### src/rtl/wisc_pkg.sv
// Shared WISC definitions: opcode/condition encodings, flag bit positions and
// the per-opcode flag write mask.
package wisc_pkg;

   typedef enum logic [3:0] {
      OP_ADD = 4'h0, OP_SUB, OP_XOR, OP_RED, OP_SLL, OP_SRA, OP_ROR, OP_PADDSB,
      OP_LW, OP_SW, OP_LLB, OP_LHB, OP_B, OP_BR, OP_PCS, OP_HLT
   } opcode_e;

   typedef enum logic [2:0] {
      CC_NE, CC_EQ, CC_GT, CC_LT, CC_GE, CC_LE, CC_OV, CC_UN
   } cond_e;

   typedef enum logic {S_RUN, S_HALTED} halt_e;

   localparam int FLAG_V = 2;
   localparam int FLAG_N = 1;
   localparam int FLAG_Z = 0;

   // Which of {V,N,Z} an instruction writes when it retires from EX.
   function automatic logic [2:0] sets_flags(opcode_e op);
      case (op)
         OP_ADD, OP_SUB:                 sets_flags = 3'b111;
         OP_XOR, OP_SLL, OP_SRA, OP_ROR: sets_flags = 3'b001;
         default:                        sets_flags = 3'b000;
      endcase
   endfunction

endpackage

### src/rtl/branch_cond.sv
// Branch condition evaluation from the architectural {V,N,Z} flags.
module branch_cond
   import wisc_pkg::*;
(
   input  logic [2:0] ccc,
   input  logic [2:0] flags,
   output logic       take
);

   logic v, n, z;
   assign v = flags[FLAG_V];
   assign n = flags[FLAG_N];
   assign z = flags[FLAG_Z];

   always_comb begin
      case (cond_e'(ccc))
         CC_NE:   take = !z;
         CC_EQ:   take = z;
         CC_GT:   take = !z & !n;
         CC_LT:   take = n;
         CC_GE:   take = z | (!z & !n);
         CC_LE:   take = n | z;
         CC_OV:   take = v;
         default: take = 1'b1;
      endcase
   end

endmodule

### src/rtl/decode_issue.sv
// WISC ID stage: decode, RF read, hazard stalls, branch resolution, ID/EX
// register feeding the ALU, and the architectural flag register.
module decode_issue
   import wisc_pkg::*;
#(
   parameter int DW  = 16,
   parameter int RA  = 4,
   parameter int OPW = 4
) (
   input  logic           clk,
   input  logic           rst,
   input  logic           if_valid,
   input  logic [15:0]    if_instr,
   input  logic [DW-1:0]  if_pc_plus2,
   output logic           id_ready,
   output logic [RA-1:0]  rf_addr1,
   output logic [RA-1:0]  rf_addr2,
   input  logic [DW-1:0]  rf_data1,
   input  logic [DW-1:0]  rf_data2,
   output logic           ex_valid,
   input  logic           ex_ready,
   output logic [OPW-1:0] ex_opcode,
   output logic [DW-1:0]  ex_operand1,
   output logic [DW-1:0]  ex_operand2,
   output logic [RA-1:0]  ex_dst,
   output logic           ex_wr_en,
   output logic           ex_mem_rd,
   output logic           ex_mem_wr,
   output logic [DW-1:0]  ex_store_data,
   input  logic [2:0]     alu_flags,
   output logic [2:0]     flags_q,
   output logic           br_taken,
   output logic [DW-1:0]  br_target,
   output logic           halted
);

   opcode_e         op, ex_op;
   halt_e           state, state_nx;
   logic [3:0]      rd, rs, rt, d_alu;
   logic [7:0]      imm8;
   logic [8:0]      imm9;
   logic [DW-1:0]   d_op1, d_op2, tgt;
   logic            issue, use1, use2, d_wr, d_mrd, d_mwr, is_br, take;
   logic            dec_valid, lu, fu, stall, load, accept, go;

   assign op   = opcode_e'(if_instr[15:12]);
   assign rd   = if_instr[11:8];
   assign rs   = if_instr[7:4];
   assign rt   = if_instr[3:0];
   assign imm8 = if_instr[7:0];
   assign imm9 = if_instr[8:0];

   always_comb begin
      issue = 1'b1;  use1 = 1'b1;  use2 = 1'b0;
      d_wr = 1'b1;   d_mrd = 1'b0; d_mwr = 1'b0;
      d_alu = op;    d_op1 = rf_data1; d_op2 = rf_data2;
      rf_addr1 = rs; rf_addr2 = rt;
      case (op)
         OP_ADD, OP_SUB, OP_XOR, OP_RED, OP_PADDSB: use2 = 1'b1;
         OP_SLL, OP_SRA, OP_ROR: d_op2 = {{(DW-4){1'b0}}, rt};
         OP_LW, OP_SW: begin
            d_alu = OP_ADD;
            d_op1 = rf_data1 & {{(DW-1){1'b1}}, 1'b0};
            d_op2 = {{(DW-5){rt[3]}}, rt, 1'b0};
            if (op == OP_SW) begin
               rf_addr2 = rd; use2 = 1'b1; d_wr = 1'b0; d_mwr = 1'b1;
            end else begin
               d_mrd = 1'b1;
            end
         end
         OP_LLB: begin
            rf_addr1 = rd; d_alu = OP_XOR;
            d_op1 = rf_data1 & {{(DW-8){1'b1}}, 8'h00};
            d_op2 = {{(DW-8){1'b0}}, imm8};
         end
         OP_LHB: begin
            rf_addr1 = rd; d_alu = OP_XOR;
            d_op1 = rf_data1 & {{(DW-8){1'b0}}, 8'hFF};
            d_op2 = {imm8, {(DW-8){1'b0}}};
         end
         OP_PCS: begin
            use1 = 1'b0; d_alu = OP_ADD; d_op1 = if_pc_plus2; d_op2 = '0;
         end
         OP_BR: begin
            issue = 1'b0; d_wr = 1'b0;
         end
         default: begin
            issue = 1'b0; use1 = 1'b0; d_wr = 1'b0;
         end
      endcase
   end

   assign is_br = (op == OP_B) || (op == OP_BR);
   assign tgt   = (op == OP_BR) ? rf_data1
                                : if_pc_plus2 + {{(DW-10){imm9[8]}}, imm9, 1'b0};

   branch_cond u_cond (.ccc(if_instr[11:9]), .flags(flags_q), .take(take));

   // The slot right after a taken branch is wrong-path and is dropped.
   assign dec_valid = if_valid & !br_taken;
   assign lu = ex_valid & ex_mem_rd & (ex_dst != '0) &
               ((use1 & (ex_dst == rf_addr1)) | (use2 & (ex_dst == rf_addr2)));
   assign fu = is_br & ex_valid & (sets_flags(ex_op) != 3'b000);
   assign stall    = dec_valid & (lu | fu);
   assign load     = !ex_valid | ex_ready;
   assign id_ready = load & !stall & !halted;
   assign accept   = dec_valid & id_ready;
   assign go       = accept & issue;

   always_ff @(posedge clk) begin
      if (rst) state <= S_RUN;
      else     state <= state_nx;
   end

   always_comb begin
      state_nx = state;
      if (state == S_RUN && accept && op == OP_HLT) state_nx = S_HALTED;
   end

   always_comb begin
      halted = (state == S_HALTED);
   end

   always_ff @(posedge clk) begin
      if (rst) begin
         ex_valid <= 1'b0; ex_op <= OP_ADD; ex_opcode <= '0;
         ex_operand1 <= '0; ex_operand2 <= '0; ex_dst <= '0;
         ex_wr_en <= 1'b0; ex_mem_rd <= 1'b0; ex_mem_wr <= 1'b0;
         ex_store_data <= '0;
      end else if (load) begin
         ex_valid      <= go;
         ex_op         <= go ? op : OP_ADD;
         ex_opcode     <= go ? d_alu : '0;
         ex_operand1   <= go ? d_op1 : '0;
         ex_operand2   <= go ? d_op2 : '0;
         ex_dst        <= go ? rd : '0;
         ex_wr_en      <= go & d_wr;
         ex_mem_rd     <= go & d_mrd;
         ex_mem_wr     <= go & d_mwr;
         ex_store_data <= (go & d_mwr) ? rf_data2 : '0;
      end
   end

   always_ff @(posedge clk) begin
      if (rst)                       flags_q <= '0;
      else if (ex_valid & ex_ready)  flags_q <= (flags_q & ~sets_flags(ex_op)) |
                                                (alu_flags & sets_flags(ex_op));
   end

   always_ff @(posedge clk) begin
      if (rst) begin
         br_taken  <= 1'b0;
         br_target <= '0;
      end else begin
         br_taken <= accept & is_br & take;
         if (accept & is_br & take) br_target <= tgt;
      end
   end

endmodule

### config.mk
export PLATFORM = sky130hd
export DESIGN_NAME = decode_issue
export DESIGN_NICKNAME = d
export VERILOG_FILES = /design/src/rtl/wisc_pkg.sv /design/src/rtl/branch_cond.sv /design/src/rtl/decode_issue.sv
export SDC_FILE = /design/constraint.sdc
export NUM_CORES = 1
export LEC_CHECK = 0
export CAP_MARGIN = 20
export CORE_MARGIN = 8
export CORE_UTILIZATION = 25
export DETAILED_ROUTE_END_ITERATION = 7
export GPL_TIMING_DRIVEN = 0
export MAX_ROUTING_LAYER = met4
export PLACE_DENSITY = 0.46
export SETUP_SLACK_MARGIN = 0.02
export SLEW_MARGIN = 20
export SYNTH_ARGS = -nofsm -noshare
export SYNTH_HDL_FRONTEND = slang
export SYNTH_SLANG_ARGS = --single-unit
### constraint.sdc
create_clock -name clk -period 2.6 [get_ports clk]
set_input_delay 0.39 -clock clk [delete_from_list [all_inputs] [get_ports clk]]
set_output_delay 0.39 -clock clk [all_outputs]
set_load 0.02 [all_outputs]
# == Word-level counts from Yosys, hierarchy flattened ==
# Index checks and enable logic that the tools add are counted.
# classes
n_eq_ne,28
reduce_logical,24
mux,25
n_addsub,1
bitwise,30
# ops
operator,n
16-bit one-hot mux with 5 select lines,1
16-bit two-way mux,4
16-bit one-hot mux with 4 select lines,1
"4-bit == test, second input constant",8
"4-bit by 3-bit == test with 1-bit output, second input constant",7
13-bit OR reduction,2
4-bit two-way mux,6
1-bit AND,20
16-bit adder,1
"4-bit by 2-bit == test with 1-bit output, second input constant",3
11-bit OR reduction,1
"3-bit == test, second input constant",3
"4-bit by 1-bit == test with 1-bit output, second input constant",2
4-bit == test,2
4-bit logical NOT,2
4-bit one-hot mux with 2 select lines,1
1-bit one-hot mux with 7 select lines,1
3-bit AND,2
"3-bit by 2-bit == test with 1-bit output, second input constant",2
1-bit logical NOT,6
1-bit two-way mux,6
3-bit two-way mux,2
3-bit one-hot mux with 2 select lines,1
2-bit OR reduction,3
14 further kinds,21
# word_totals
elab_cells,122
ff_bits,85
out_inout_bits,90

# == Longest topological paths before layout ==
# depth
word_depth,16
mapped_depth,10
mapped_depth_nobuf,10

# == Cells and area by module ==
# A second synthesis with hierarchy kept.
# unflattened
hier_cells,541
area_unflattened_um2,4506.8
# modules_own_cells
mod,n_inst,cells_per_inst,area_each_um2,seq_area_each_um2
decode_issue,1,533,4439.3,1701.6
branch_cond,1,8,67.6,0.0

# == Least setup slack after synthesis ==
# OpenSTA, ideal clock, no wires.
# synth_timing
path_kind,in2out
startpoint,in if_instr[14]
endpoint,out id_ready
n_path_buf,0
cell_stages,7
arrival_ns,2.171
required_ns,2.210
path_slack_ns,0.039
path_cell_list,and4bb_4 mux2_2 xor2_1 nor3_1 nand2_1 nand3_1 a311oi_1
# synth_between
elab_chain_cells,12
word_cells_on_any_way,38
cone_classes,15 x eq/ne; 6 x mux; 10 x bitwise; 7 x reduce/logical
# synth_rtl
item,line_no,rtl
start: declaration,decode_issue.sv:13,"input logic [15:0] if_instr,"
"4-bit == test, on equally long branches","decode_issue.sv:58, decode_issue.sv:65",
4-bit two-way mux / 2-bit OR reduction (equally long branches),"decode_issue.sv:65, decode_issue.sv:58",
4-bit two-way mux (*),decode_issue.sv:58,case (op)
via rf_addr2[2],decode_issue.sv:17,"output logic [RA-1:0] rf_addr2,"
4-bit == test (*),decode_issue.sv:102,((use1 & (ex_dst == rf_addr1)) | (use2 & (ex_dst == rf_addr2)));
1-bit AND (*),decode_issue.sv:102,
1-bit OR (*),decode_issue.sv:102,
1-bit AND (*),decode_issue.sv:101,assign lu = ex_valid & ex_mem_rd & (ex_dst != '0) &
1-bit OR (*),decode_issue.sv:104,assign stall = dec_valid & (lu | fu);
1-bit AND (*),decode_issue.sv:104,
1-bit logical NOT (*),decode_issue.sv:106,assign id_ready = load & !stall & !halted;
1-bit AND (*) (2 in series),decode_issue.sv:106,
end: declaration,decode_issue.sv:15,"output logic id_ready,"
# Mark *: on every way through the listed nets, which the timed path passes. The rest lies on a longest branch.

# == Final worst setup path ==
# layout_timing
startpoint,reg ex_dst[1]
endpoint,out id_ready
# layout_between
elab_chain_cells,9
word_cells_on_any_way,13
cone_classes,2 x eq/ne; 9 x bitwise; 2 x reduce/logical
# layout_rtl
item,line_no,rtl
start: declaration,decode_issue.sv:25,"output logic [RA-1:0] ex_dst,"
start signal: assignment,decode_issue.sv:136,ex_dst <= go ? rd : '0;
4-bit == test,decode_issue.sv:102,
1-bit AND,decode_issue.sv:102,
1-bit OR,decode_issue.sv:102,
1-bit AND (*),decode_issue.sv:101,
1-bit OR (*),decode_issue.sv:104,
1-bit AND (*),decode_issue.sv:104,
1-bit logical NOT (*),decode_issue.sv:106,
1-bit AND (*) (2 in series),decode_issue.sv:106,
# Every way passes the cells marked *; elsewhere a longest branch is shown, timed or not.

==> results_dict.tcl <==
set metrics [dict create \
    outcome "finished, violations left" \
    violations "negative setup slack" \
    ctsHtreeMaxLevel 3 \
    gp_congestion 0.867 \
    insertion_delay_ps 340 \
    core_um2 17800 \
    rrSetupSlack_ps 280 \
    cp_slowest_cell "or4_4" \
    drive_gt1_frac 0.127 \
    drv_slew 0 \
    grt_overflow 0 \
    drc_errors 0 \
    clock-root-buffer "clkbuf_16" \
    routed_wl_mm 18.8 \
    worstHoldPathCells 2 \
    grt_use_met2 0.267 \
    synth_top_family_by_area "compound AO/OA/AOI/OAI gates" \
    rsz0062_at_grt "yes" \
    postRouteAntennaNets 0 \
    globalRouteMet3Util 0.0296 \
    die_y_um 150 \
    cp-start-kind "flop" \
    synth_warnings 0 \
    clk_pin_slew_ps 70 \
    rr_startpoint "ex_dst[1]" \
    crit_chain "or4_4, nand3_4, nor2_2, and3b_2, nand2_2, nand3_2, a311oi_2, buf_4" \
    finalHoldViolCount 0 \
    syn_nets 618 \
    tightest_slew_ps 738 \
    final_util 0.387 \
    ys_ff_latch 85 \
    ioPinCount 161 \
    clockBufferDepth 2 \
    viasPerCell 5.01 \
    muxShareOfSynthArea 0.0381 \
    path_delay_family "simple AND/OR/NAND/NOR gates" \
    nets 805 \
    start_util 0.251 \
    num_rows 49 \
    dp_cells 920 \
    timing.final.crit_period_ps 2630 \
    port_buffers 159 \
    end_kind "primary output" \
    ir_drop_mv 0.273 \
    synth_compound_area_frac 0.261 \
    antenna_found_initial 0 \
    hold_class "primary input to flop" \
    fmax_mhz 381 \
    hpwlAfterDp_mm 14.7 \
    required_ps 2210 \
    synthSimpleGateAreaFrac 0.212 \
    synthXorXnorAreaFrac 0.0274 \
    synth_cell_types 66 \
    synthesis.area_um2 4470 \
    worstPathBufferInverterCount 1 \
    antenna_cells 0 \
    post_drt_wl_per_cell_um 19.7 \
    dieArea_um2 22400 \
    relSlewSlack 0.506 \
    syn2layout_area_growth_pct 53.9 \
    synth-async-reset-ratio 0 \
    grt-busiest-layer "met2" \
    hp-start "if_instr[11]" \
    cts_tree "done" \
    firstDrtPassIters 4 \
    crit_arrival_ps 2240 \
    cts_made_buffers 9 \
    path_max_fanout 3 \
    fin_ws_ps -26.0 \
    synth_fa_ha_area_frac 0.0437 \
    dr_total_vias 4779 \
    setup_viol 1 \
    fin_crit_sh 1.01 \
    path_class "flop to primary output" \
    synth_ff_type "dfxtp_1" \
    syn_inst 532 \
    grt_pass1_vias 4837 \
    post_synth.cell_area_avg_um2 8.40 \
    drtIter0Drc 229 \
    clock_skew_ps 7.13 \
    cellPowerDensity_nw_per_um2 531 \
    reg2reg_depth 9 \
    track_usage 0.170 \
    finalPower_mw 3.66 \
    cpPeakStageDelay_ps 550 \
    whs_endpoint "ex_dst[3]" \
    use_met1 0.218 \
    fin_cells 953 \
    p_leak_nw 2.66 \
    grt_max_degree 15 \
    timing.rr.end "ex_operand1[6]" \
    synth-edff-count 0 \
    cts.sinks 85 \
    max_cap_viol_count 0 \
    yosysSeqAreaShare 0.381 \
    die_w_um 150 \
    grt_pass1_wl_mm 28.2 \
]
==> worst max-delay path by stage <==
stage / start / endpoint / slack, ps / cells past startpoint
after detailed placement: if_instr[14] / id_ready / -950 / 9
after CTS: if_instr[14] / id_ready / -50 / 9
after global routing: ex_dst[1] / id_ready / -110 / 8
after global placement: if_instr[14] / id_ready / -940 / 9
final: ex_dst[1] / id_ready / -30 / 8
after floorplan: if_instr[14] / id_ready / 40 / 7
==> synthesized netlist by cell type (2+ instances only) <==
library cell   n  area [um2]
a311oi_1       4        35.0
inv_1         12        45.0
ha_1          14         175
a32o_1         3        30.0
a22oi_1       17         128
xnor2_1        5        43.8
a211oi_2       3        37.5
nor2_1        26        97.6
nor3_1        18        90.1
a21oi_1       23         115
nand3b_1       2        15.0
dfxtp_1       85        1700
o211ai_1       3        22.5
nor2b_1        4        25.0
mux2_2         4        45.0
a31oi_1        3        18.8
or3_1          7        43.8
and4_1         3        26.3
xor2_1         9        78.8
nand2b_1       6        37.5
and3_1         3        18.8
o21a_1         4        30.0
nand2_1       96         360
clkbuf_2       2        10.0
o211a_1        2        20.0
mux2i_1       11         110
and3b_1        2        17.5
buf_2          6        30.0
a221oi_1       8        70.1
and2_1         2        12.5
a22o_1        22         193
o31ai_1        4        30.0
nand3_1       10        50.1
or4_1          3        22.5
clkbuf_1      16        60.1
a221o_1        3        30.0
a21o_1         2        15.0
o21ai_0       51         255
a211oi_1       7        52.6
==> timing repair <==
action,CTS,global route
buffers inserted,7,10
gates resized for setup,42,26
endpoints found under the setup margin,68,27
pin swaps,6,12
hold buffers,0,0
==> final cells by class <==
| cell class | count | area, um2 |
|---|---|---|
| repair buffers | 176 | 1680 |
| plain buffers | 26 | 119 |
| multi-input cells | 408 | 2690 |
| well taps | 229 | 287 |
| inverters | 13 | 48.8 |
| flip-flops and latches | 85 | 1710 |
| fillers | 1833 | 10900 |
| clock buffers | 10 | 239 |
| clock inverters | 6 | 110 |
==> layout by cell type, fill, tap and decap left out, types with 11 or more instances in the layout <==
cell,n
a21oi_1,23
nand2_1,95
clkdlybuf4s50_1,141
dfxtp_1,83
clkbuf_1,16
nor3_1,11
nor2_1,24
inv_1,12
o21ai_0,49
buf_4,19
a22o_1,22
mux2i_1,11
ha_1,13
a22oi_1,17
==> sequential cells by signal, summed over array words and instances, names as in the netlist, 4 cells and up, named ones only <==
name,flops
br_target,16
ex_operand1,16
ex_operand2,16
ex_store_data,16
ex_dst,4
ex_op,4
ex_opcode,4
==> routing by layer <==
metal	share of wire	vias to the layer above
li1	-	2328
met1	0.47	2265
met2	0.46	170
met3	0.062	16
met4	0.013	0
met5	0	-
==> through the flow <==
step	cell area, um2	TNS, ps	hold slack, ps	worst slack [ps]
global placement	6350	-35500	440	-939
floorplan	4470	0	419	38.6
global route	6880	-111	465	-111
finish	6880	-26.0	439	-26.0
detailed placement	6350	-37140	443	-951
CTS	6780	-46.1	458	-46.1
==> cell families after synthesis <==
group,after synthesis
compound gates,169
xor+xnor,14
fa+ha+maj,15
buf+inv,39
flops,85
mux,16
simple gates,194
==> power breakdown <==
group          internal [mW]  switching (mW)
sequential              1.34          0.0303
clock                  0.964           0.547
combinational          0.351           0.420
total                   2.66           0.997
==> worst reg2reg max path, cell delays in order (launching register included) <==
cell and delay (ps):
dfxtp_4 360, or4_4 550, nand3_4 90, nor2_2 40, and3b_2 230, nand2_2 80, buf_4 120, nand3_2 250
clkbuf_2 330, o21ai_0 200
(Power assumes the default switching activity.)
